<file path="config.mk">
export PLATFORM = sky130hd
export DESIGN_NAME = lsu
export DESIGN_NICKNAME = d
export VERILOG_FILES = /design/src/rtl/lsu_pkg.sv /design/src/rtl/lsu_align.sv /design/src/rtl/lsu.sv
export SDC_FILE = /design/constraint.sdc
export NUM_CORES = 1
export LEC_CHECK = 0
export CELL_PAD_IN_SITES_DETAIL_PLACEMENT = 2
export CELL_PAD_IN_SITES_GLOBAL_PLACEMENT = 2
export CORE_ASPECT_RATIO = 0.6
export CORE_MARGIN = 5
export CORE_UTILIZATION = 27
export DETAILED_ROUTE_END_ITERATION = 8
export PLACE_DENSITY_LB_ADDON = 0.2
export SLEW_MARGIN = 20
export SYNTH_ARGS = -nofsm -noshare
export SYNTH_HDL_FRONTEND = slang
export SYNTH_SLANG_ARGS = --single-unit
</file>
<file path="constraint.sdc">
create_clock -name clk -period 11.6 [get_ports clk]
set_input_delay 2.32 -clock clk [delete_from_list [all_inputs] [get_ports clk]]
set_output_delay 2.32 -clock clk [all_outputs]
set_load 0.02 [all_outputs]
</file>
<file path="src/rtl/lsu_pkg.sv">
// Shared types for the load/store unit: memory op encoding, bus size codes
// and the controller state enum.
package lsu_pkg;

  typedef enum logic [3:0] {
    NONE  = 4'd0,
    LD_B  = 4'd1,
    LD_BU = 4'd2,
    LD_H  = 4'd3,
    LD_HU = 4'd4,
    LD_W  = 4'd5,
    ST_B  = 4'd6,
    ST_H  = 4'd7,
    ST_W  = 4'd8
  } mem_op_t;

  localparam logic [1:0] MEM_SIZE_B = 2'd0;
  localparam logic [1:0] MEM_SIZE_H = 2'd1;
  localparam logic [1:0] MEM_SIZE_W = 2'd2;

  typedef enum logic [1:0] {
    IDLE    = 2'd0,
    REQ     = 2'd1,
    WAIT    = 2'd2,
    DISCARD = 2'd3
  } lsu_state_t;

  function automatic logic is_store(mem_op_t op);
    return (op == ST_B) || (op == ST_H) || (op == ST_W);
  endfunction

  function automatic logic [1:0] op_size(mem_op_t op);
    case (op)
      LD_B, LD_BU, ST_B: op_size = MEM_SIZE_B;
      LD_H, LD_HU, ST_H: op_size = MEM_SIZE_H;
      default:           op_size = MEM_SIZE_W;
    endcase
  endfunction

endpackage

</file>
<file path="src/rtl/lsu_align.sv">
// Combinational lane logic: store-side size/strobe/replication/misalign
// check, and load-side byte-lane extraction with sign or zero extension.
module lsu_align
  import lsu_pkg::*;
#(
  parameter int DATA_W = 32
) (
  input  logic [3:0]        st_op,
  input  logic [1:0]        st_addr_lo,
  input  logic [DATA_W-1:0] st_wdata,
  output logic [1:0]        st_size,
  output logic [3:0]        st_wstrb,
  output logic [DATA_W-1:0] st_wdata_rep,
  output logic              misaligned,
  input  logic [3:0]        ld_op,
  input  logic [1:0]        ld_addr_lo,
  input  logic [DATA_W-1:0] ld_rdata,
  output logic [DATA_W-1:0] ld_result
);

  mem_op_t st_op_e;
  mem_op_t ld_op_e;
  logic [DATA_W-1:0] shifted;

  assign st_op_e = mem_op_t'(st_op);
  assign ld_op_e = mem_op_t'(ld_op);
  assign shifted = ld_rdata >> {ld_addr_lo, 3'b000};

  always_comb begin
    st_size      = op_size(st_op_e);
    st_wstrb     = 4'b1111;
    st_wdata_rep = st_wdata;
    misaligned   = 1'b0;
    case (st_op_e)
      LD_B, LD_BU, ST_B: begin
        st_wstrb     = 4'b0001 << st_addr_lo;
        st_wdata_rep = {4{st_wdata[7:0]}};
      end
      LD_H, LD_HU, ST_H: begin
        st_wstrb     = 4'b0011 << st_addr_lo;
        st_wdata_rep = {2{st_wdata[15:0]}};
        misaligned   = st_addr_lo[0];
      end
      LD_W, ST_W: misaligned = |st_addr_lo;
      default: ;
    endcase
  end

  logic signed [7:0]        byte_s;
  logic signed [15:0]       half_s;
  logic signed [DATA_W-1:0] ext_s;

  // Signed narrow values widen by sign extension on assignment.
  always_comb begin
    byte_s = shifted[7:0];
    half_s = shifted[15:0];
    ext_s  = '0;
    case (ld_op_e)
      LD_B:    ext_s = byte_s;
      LD_H:    ext_s = half_s;
      LD_BU:   ext_s = {{(DATA_W-8){1'b0}}, shifted[7:0]};
      LD_HU:   ext_s = {{(DATA_W-16){1'b0}}, shifted[15:0]};
      LD_W:    ext_s = ld_rdata;
      default: ext_s = '0;
    endcase
    ld_result = ext_s;
  end

endmodule

</file>
<file path="src/rtl/lsu.sv">
// Load/store unit: accepts one instruction from EX, performs at most one
// bus transaction and returns a registered write-back result.
module lsu
  import lsu_pkg::*;
#(
  parameter int ADDR_W = 32,
  parameter int DATA_W = 32
) (
  input  logic              clk,
  input  logic              reset,
  input  logic              ex_valid,
  output logic              ex_ready,
  input  logic [3:0]        ex_memop,
  input  logic [ADDR_W-1:0] ex_addr,
  input  logic [DATA_W-1:0] ex_aluout,
  input  logic [DATA_W-1:0] ex_wdata,
  input  logic [4:0]        ex_rd,
  input  logic              ex_we,
  input  logic              flush,
  output logic              data_req,
  output logic              data_wr,
  output logic [1:0]        data_size,
  output logic [3:0]        data_wstrb,
  output logic [ADDR_W-1:0] data_addr,
  output logic [DATA_W-1:0] data_wdata,
  input  logic              data_addr_ok,
  input  logic              data_data_ok,
  input  logic [DATA_W-1:0] data_rdata,
  output logic              wb_valid,
  output logic [DATA_W-1:0] wb_result,
  output logic [4:0]        wb_rd,
  output logic              wb_we,
  output logic              wb_ale,
  output logic [ADDR_W-1:0] wb_badv
);

  lsu_state_t state;
  mem_op_t    ex_op;
  logic       accept;

  logic [1:0]        st_size;
  logic [3:0]        st_wstrb;
  logic [DATA_W-1:0] st_wdata_rep;
  logic              misaligned;
  logic [DATA_W-1:0] ld_result;

  mem_op_t           op_p0;
  logic [ADDR_W-1:0] addr_p0;
  logic [4:0]        rd_p0;
  logic              we_p0;
  logic [1:0]        size_p0;
  logic [3:0]        wstrb_p0;
  logic [DATA_W-1:0] wdata_p0;

  assign ex_op    = mem_op_t'(ex_memop);
  assign ex_ready = (state == IDLE);
  assign accept   = ex_valid & ex_ready & ~flush;

  lsu_align #(.DATA_W(DATA_W)) u_align (
    .st_op        (ex_memop),
    .st_addr_lo   (ex_addr[1:0]),
    .st_wdata     (ex_wdata),
    .st_size      (st_size),
    .st_wstrb     (st_wstrb),
    .st_wdata_rep (st_wdata_rep),
    .misaligned   (misaligned),
    .ld_op        (op_p0),
    .ld_addr_lo   (addr_p0[1:0]),
    .ld_rdata     (data_rdata),
    .ld_result    (ld_result)
  );

  // Stage p0: operands captured on acceptance, held for the whole transaction.
  always_ff @(posedge clk) begin
    if (accept) begin
      op_p0    <= ex_op;
      addr_p0  <= ex_addr;
      rd_p0    <= ex_rd;
      we_p0    <= ex_we;
      size_p0  <= st_size;
      wstrb_p0 <= st_wstrb;
      wdata_p0 <= st_wdata_rep;
    end
  end

  // Bus outputs are gated by REQ so they read zero whenever no request is live.
  assign data_req   = (state == REQ);
  assign data_wr    = data_req & is_store(op_p0);
  assign data_size  = data_req ? size_p0 : 2'd0;
  assign data_addr  = data_req ? addr_p0 : '0;
  assign data_wstrb = data_wr ? wstrb_p0 : 4'd0;
  assign data_wdata = data_wr ? wdata_p0 : '0;

  always_ff @(posedge clk or negedge reset) begin
    if (!reset) begin
      state     <= IDLE;
      wb_valid  <= 1'b0;
      wb_result <= '0;
      wb_rd     <= '0;
      wb_we     <= 1'b0;
      wb_ale    <= 1'b0;
      wb_badv   <= '0;
    end else begin
      wb_valid <= 1'b0;
      case (state)
        IDLE: begin
          if (accept) begin
            if (ex_op == NONE) begin
              wb_valid  <= 1'b1;
              wb_result <= ex_aluout;
              wb_rd     <= ex_rd;
              wb_we     <= ex_we;
              wb_ale    <= 1'b0;
              wb_badv   <= '0;
            end else if (misaligned) begin
              wb_valid  <= 1'b1;
              wb_result <= '0;
              wb_rd     <= ex_rd;
              wb_we     <= 1'b0;
              wb_ale    <= 1'b1;
              wb_badv   <= ex_addr;
            end else begin
              state <= REQ;
            end
          end
        end
        REQ: begin
          if (flush) state <= data_addr_ok ? DISCARD : IDLE;
          else if (data_addr_ok) state <= WAIT;
        end
        WAIT: begin
          // A flush coinciding with data_ok has nothing left to drain.
          if (data_data_ok) begin
            state <= IDLE;
            if (!flush) begin
              wb_valid  <= 1'b1;
              wb_result <= is_store(op_p0) ? '0 : ld_result;
              wb_rd     <= rd_p0;
              wb_we     <= we_p0 & ~is_store(op_p0);
              wb_ale    <= 1'b0;
              wb_badv   <= '0;
            end
          end else if (flush) begin
            state <= DISCARD;
          end
        end
        DISCARD: begin
          if (data_data_ok) state <= IDLE;
        end
        default: state <= IDLE;
      endcase
    end
  end

endmodule

</file>
### Yosys cells after proc, flatten, opt, wreduce, memory -nomap -nowiden

Cells that the tools add are included.

* bits of input ports: 144
* output and inout bits: 145
* bits in registers: 154

* shifts and indexed selects: 3
* equality and inequality tests: 28
* reductions and logical operators: 11
* multiplexer cells: 56
* bitwise gates (word level): 6

Operator list (count)
* $mux 32: 13
* $pmux 32 s2: 3
* $pmux 32 s5: 1
* $eq 4x3->1 const B: 8
* $shr 32x5->16: 1
* $mux 5: 5
* $mux 2: 10
* $eq 4x2->1 const B: 4
* $mux 1: 15
* $ne 2x2->1 const B: 5
* $pmux 5 s2: 1
* $eq 4x1->1 const B: 2
* $eq 4x4->1 const B: 2
* $pmux 1 s2: 4
* $pmux 2 s4: 1
* $pmux 4 s2: 1
* $reduce_and 6->1: 1
* $reduce_or 3->1: 2
* $reduce_and 5->1: 1
* $and 1x1->1: 4
* $eq 2x2->1 const B: 2
* $logic_not 4->1: 1
* $mux 4: 1
* $pmux 2 s2: 1
* other kinds (12): 15

### Depth between registers and ports, before layout

* depth in word-level cells: 8
* depth in mapped cells: 8
* depth with buffers taken out: 6

### Cells and area by module

From an unflattened synthesis, not the netlist that was laid out.

* cells, all modules: 596
* area, all modules: 7444.6 µm²

By module, submodules not included
* lsu: instances 1, seq. area each 4254.1 µm², cells an instance 390, area each 6095.8 µm²
* lsu_align: instances 1, seq. area each 0.0 µm², cells an instance 206, area each 1348.8 µm²

### Worst setup path after synthesis

Ideal clock, no wire load.

* path kind: input -> register
* from: input port flush
* to: register wb_result[15]
* arrival: 12.481 ns
* slack: -1.008 ns
* stages on the path: 4
* required time: 11.472 ns
* cell sequence: nor4b_1 a21oi_2 buf_2 mux2_1

* cells in the longest elaborated chain, start to end: 4
* elaborated cells between the ends (all ways): 5
* those cells by class: eq/ne: 2; bitwise: 2; reduce/logical: 1

RTL lines
* start: declaration: RTL line lsu.sv:19 `input logic flush,`
* $not 1->1: RTL line lsu.sv:57 `assign accept = ex_valid & ex_ready & ~flush;`
* $and 1x1->1: RTL line lsu.sv:57
* $ne 2x1->1 (no source line)
* $reduce_and 5->1 (no source line) *
* end signal: assignment: RTL line lsu.sv:110 `wb_result <= ex_aluout;`
* end signal: assignment: RTL line lsu.sv:137 `wb_result <= is_store(op_p0) ? '0 : ld_result;`
* end: declaration: RTL line lsu.sv:30 `output logic [DATA_W-1:0] wb_result,`

Mark *: on every way between the ends. The rest lies on a longest branch, timed or not.
A chain may end at the register's enable or synchronous reset.

### Worst setup path in the final report

* from: register op_p0[1]
* to: output port data_wdata[10]

* cells in the longest elaborated chain, start to end: 5
* elaborated cells between the ends (all ways): 7
* those cells by class: eq/ne: 3; mux: 1; bitwise: 1; reduce/logical: 2

RTL lines
* start: declaration: RTL line lsu.sv:47 `mem_op_t op_p0;`
* start signal: assignment: RTL line lsu.sv:76 `op_p0 <= ex_op;`
* $eq 4x3->1: RTL line lsu_pkg.sv:29 `return (op == ST_B) || (op == ST_H) || (op == ST_W);`
* $logic_or 1x1->1: RTL line lsu_pkg.sv:29
* $logic_or 1x1->1 *: RTL line lsu_pkg.sv:29
* $and 1x1->1 *: RTL line lsu.sv:88 `assign data_wr = data_req & is_store(op_p0);`
* $mux 32 *: RTL line lsu.sv:92 `assign data_wdata = data_wr ? wdata_p0 : '0;`
* end: declaration: RTL line lsu.sv:25 `output logic [DATA_W-1:0] data_wdata,`

Marks and branches as above.

==> impl_metrics.env <==
export IMPL_status="finished, final reports clean"
export IMPL_drv_slew=0
export IMPL_cts_tree="built"
export IMPL_cts_htree_levels=4
export IMPL_layout_drive_gt1_share_pct=9.36
export IMPL_p_leak_uw=0.00436
export IMPL_min_period_ns=5.27
export IMPL_ant_nets=0
export IMPL_seqCellArea_mm2=0.00425
export IMPL_grt_pass1_vias=6268
export IMPL_cpPeakStageDelay_ns=0.64
export IMPL_cts_repair_resized=0
export IMPL_clk_pin_slew_ns=0.06
export IMPL_vias=5671
export IMPL_fin_crit_sh_pct=45.4
export IMPL_synth_distinct_cells=48
export IMPL_cts_buffer_depth=2
export IMPL_layout_nets=964
export IMPL_crit_arrival_ns=2.95
export IMPL_final_setup_tns_ns=0
export IMPL_antenna_found_initial=2
export IMPL_rows=46
export IMPL_power_density_mw_per_mm2=198
export IMPL_rsz0062_at_grt="false"
export IMPL_first_iter_violations=272
export IMPL_async_flop_share_pct=48.1
export IMPL_grt_max_degree=82
export IMPL_dr_pass1_iters=5
export IMPL_hold_viol_final=0
export IMPL_ctsHoldBuffers=0
export IMPL_grt_usage_pct=17.8
export IMPL_cts_setup_buffers=0
export IMPL_cap_violations=0
export IMPL_critical_path_cell_chain="nor4_1 -> a31oi_1 -> nor2b_4 -> and2_1 -> clkdlybuf4s50_1"
export IMPL_dp_hpwl_um=20100
export IMPL_worstPathRequired_ns=9.28
export IMPL_clock_skew_ns=0.00646
export IMPL_clk_latency_ns=0.42
export IMPL_syn_num_nets=689
export IMPL_port_buffers=288
export IMPL_criticalPathCategory="reg2out"
export IMPL_synth_ff_type="edfxtp_1"
export IMPL_cp_slowest_cell="nor2b_4"
export IMPL_die_x_um=220
export IMPL_seq_area_frac_synth_pct=59.8
export IMPL_initial_core_util_pct=27.2
export IMPL_core_mm2=0.0262
export IMPL_syn_avg_cell_area_um2=13.1
export IMPL_cts_sinks=154
export IMPL_via_per_inst=4.75
export IMPL_synth_edf_count=80
export IMPL_multi_input_area_mm2=0.00266
export IMPL_worstMarginPinSlew_ns=1.02
export IMPL_syn_area_mm2=0.00712
export IMPL_critPathMaxFanout=37
export IMPL_syn2layout_area_growth_pct=53.8
export IMPL_fmax_mhz=190
export IMPL_dieHeight_um=136
export IMPL_relSlewSlack_pct=32.3
export IMPL_synth_seq_cells=154
export IMPL_nFillCells=2629
export IMPL_power_ir_vdd_worst_mv=0.0977
export IMPL_worst_setup_path_start_kind="register"
export IMPL_drc=0
export IMPL_clock_tree_root_cell="clkbuf_16"
export IMPL_combPwrFrac_pct=37.2
export IMPL_p_int_uw=1410
export IMPL_syn_instance_count=545
export IMPL_cts_buffers=17
export IMPL_grt_ovfl_total=0
export IMPL_finalPower_uw=2170
export IMPL_wl_per_cell_um=22.7
export IMPL_switching_share_pct=34.8
export IMPL_drt_total_wl_um=27100
export IMPL_grt_pass1_wl_um=40300
export IMPL_hold_path_class="reg2reg"
export IMPL_diodes=0
export IMPL_setup_violations=0
export IMPL_finalWeightedCongestion=0.799
export IMPL_worst_setup_path_end_kind="output port"
export IMPL_pwr_share_clk_pct=26.0
export IMPL_p_sw_uw=756
export IMPL_seqPwrFrac_pct=36.8
export IMPL_io_pins=289
export IMPL_dieArea_mm2=0.0298
export IMPL_ys_warnings_count=0
[per-stage QoR]
stage               worst slack, ns  instances  instance area (um^2)  util (%)  hold slack, ns
global placement               6.19       1161                 10400      39.5           0.476
global route                   6.16       1193                 10900      41.8           0.520
detailed placement             6.08       1161                 10400      39.5           0.484
finish                         6.33       1193                 10900      41.8           0.500
floorplan                      3.44        545                  7130         -           0.515
CTS                            6.25       1193                 10900      41.8           0.508
[worst max-delay path: cells and delay by family, from the launching register on]
family                 cells  cell delay (ns)
DFF                        1             0.53
and+or+nand+nor            3             1.22
buffers and inverters      1             0.64
AOI/OAI and AO/OA          1             0.13
[flip-flops by register name, summed over array words and instances (netlist names), 2 cells and up]
register / flops
rd_p0: 5
wb_result: 32
wstrb_p0: 4
op_p0: 4
size_p0: 2
addr_p0: 32
wb_rd: 5
wdata_p0: 32
wb_badv: 32
state: 2
[path summary, 6_finish.rpt]
kind,from,end,slack [ns],cells after the start
worst min-delay path,wb_result[18],wb_result[18],0.50,1
max in group asynchronous,reset,wb_badv[18],9.17,1
worst max register to register,state[0],wb_rd[0],8.42,5
worst min register to register,wb_result[18],wb_result[18],0.50,1
min in group asynchronous,reset,wb_result[20],1.91,1
worst max-delay path,op_p0[1],data_wdata[10],6.33,5
[power by group through the flow]
stage                     clock network, uW  logic [uW]  registers [uW]
after floorplan                           0         280             902
after global placement                    0         800             802
after detailed placement                  0         819             811
after CTS                               582         824             802
after global routing                    610         856             816
final                                   565         807             799
[logic make-up (layout without fill, tap and decap cells)]
family,count (synthesis),in the layout,share of synthesized area [%]
AOI/OAI and AO/OA,104,104,11.9
buffers and inverters,53,341,3.37
DFF,154,154,59.8
muxes,73,73,12.6
and+or+nand+nor,161,161,12.4
[metal layers]
metal | share of wire [%] | track usage, % | vias to the layer above
met5 | 0.092 | 0 | -
met1 | 46 | 24.3 | 2918
met2 | 48 | 29.1 | 156
met3 | 5.2 | 4.53 | 16
li1 | - | - | 2577
met4 | 0.75 | 3.50 | 4
[layout make-up]
type / count / area share (%)
Inverter: 13 / 0.446
Clock inverter: 14 / 1.41
Timing Repair Buffer: 296 / 26.9
Tap cell: 360 / 4.11
Sequential cell: 154 / 38.9
Multi-Input combinational cell: 338 / 24.3
Clock buffer: 18 / 3.92
[synth_stat cells (2+ instances only)]
| cell | instances | area (um^2) |
|---|---|---|
| o21ai_1 | 2 | 10.0 |
| a22oi_1 | 25 | 188 |
| nor4_1 | 2 | 12.5 |
| nand2b_1 | 3 | 18.8 |
| and2_1 | 71 | 444 |
| a22o_1 | 32 | 280 |
| o2bb2ai_1 | 7 | 61.3 |
| buf_6 | 2 | 22.5 |
| nor3_1 | 2 | 10.0 |
| mux4_4 | 2 | 50.1 |
| a222oi_1 | 14 | 140 |
| nor2b_1 | 6 | 37.5 |
| nand2_1 | 59 | 221 |
| edfxtp_1 | 80 | 2400 |
| mux4_2 | 6 | 135 |
| o211ai_1 | 2 | 15.0 |
| mux2_1 | 30 | 338 |
| a31oi_1 | 2 | 12.5 |
| a21oi_2 | 2 | 17.5 |
| dfrtp_1 | 74 | 1850 |
| o21ai_0 | 5 | 25.0 |
| a211oi_2 | 2 | 25.0 |
| a21oi_1 | 5 | 25.0 |
| mux2i_1 | 18 | 180 |
| inv_1 | 12 | 45.0 |
| nor3b_1 | 2 | 15.0 |
| mux2_2 | 17 | 191 |
| nand3b_1 | 2 | 15.0 |
| clkbuf_1 | 18 | 67.6 |
| or3b_2 | 2 | 17.5 |
| nor4b_1 | 2 | 17.5 |
| buf_2 | 18 | 90.1 |
| nor2_1 | 3 | 11.3 |
| a21o_1 | 2 | 15.0 |
[layout by cell type, fill, tap and decap left out, types with 2 or more instances in the layout]
cell / netlist / routed
a22o_1: 32 / 32
a211oi_2: 2 / 2
edfxtp_1: 80 / 80
inv_6: 0 / 5
dfrtp_1: 74 / 74
o211ai_1: 2 / 2
nor3_1: 2 / 2
mux4_4: 2 / 2
clkinvlp_4: 0 / 2
mux2_1: 30 / 30
a22oi_1: 25 / 25
mux2_2: 17 / 17
a21oi_1: 5 / 5
mux2i_1: 18 / 18
nand2_1: 59 / 59
buf_4: 1 / 7
a31oi_1: 2 / 2
nor2b_1: 6 / 4
a222oi_1: 14 / 14
buf_6: 2 / 2
clkbuf_16: 0 / 17
nand2b_1: 3 / 3
nand3b_1: 2 / 2
nor2_1: 3 / 3
inv_8: 0 / 5
mux4_2: 6 / 6
nor4_1: 2 / 2
inv_1: 12 / 12
o21ai_1: 2 / 2
o2bb2ai_1: 7 / 7
and2_1: 71 / 71
or3b_2: 2 / 2
o21ai_0: 5 / 5
clkdlybuf4s50_1: 0 / 287
a21o_1: 2 / 2
No activity file was read; power rests on OpenSTA's default activity.
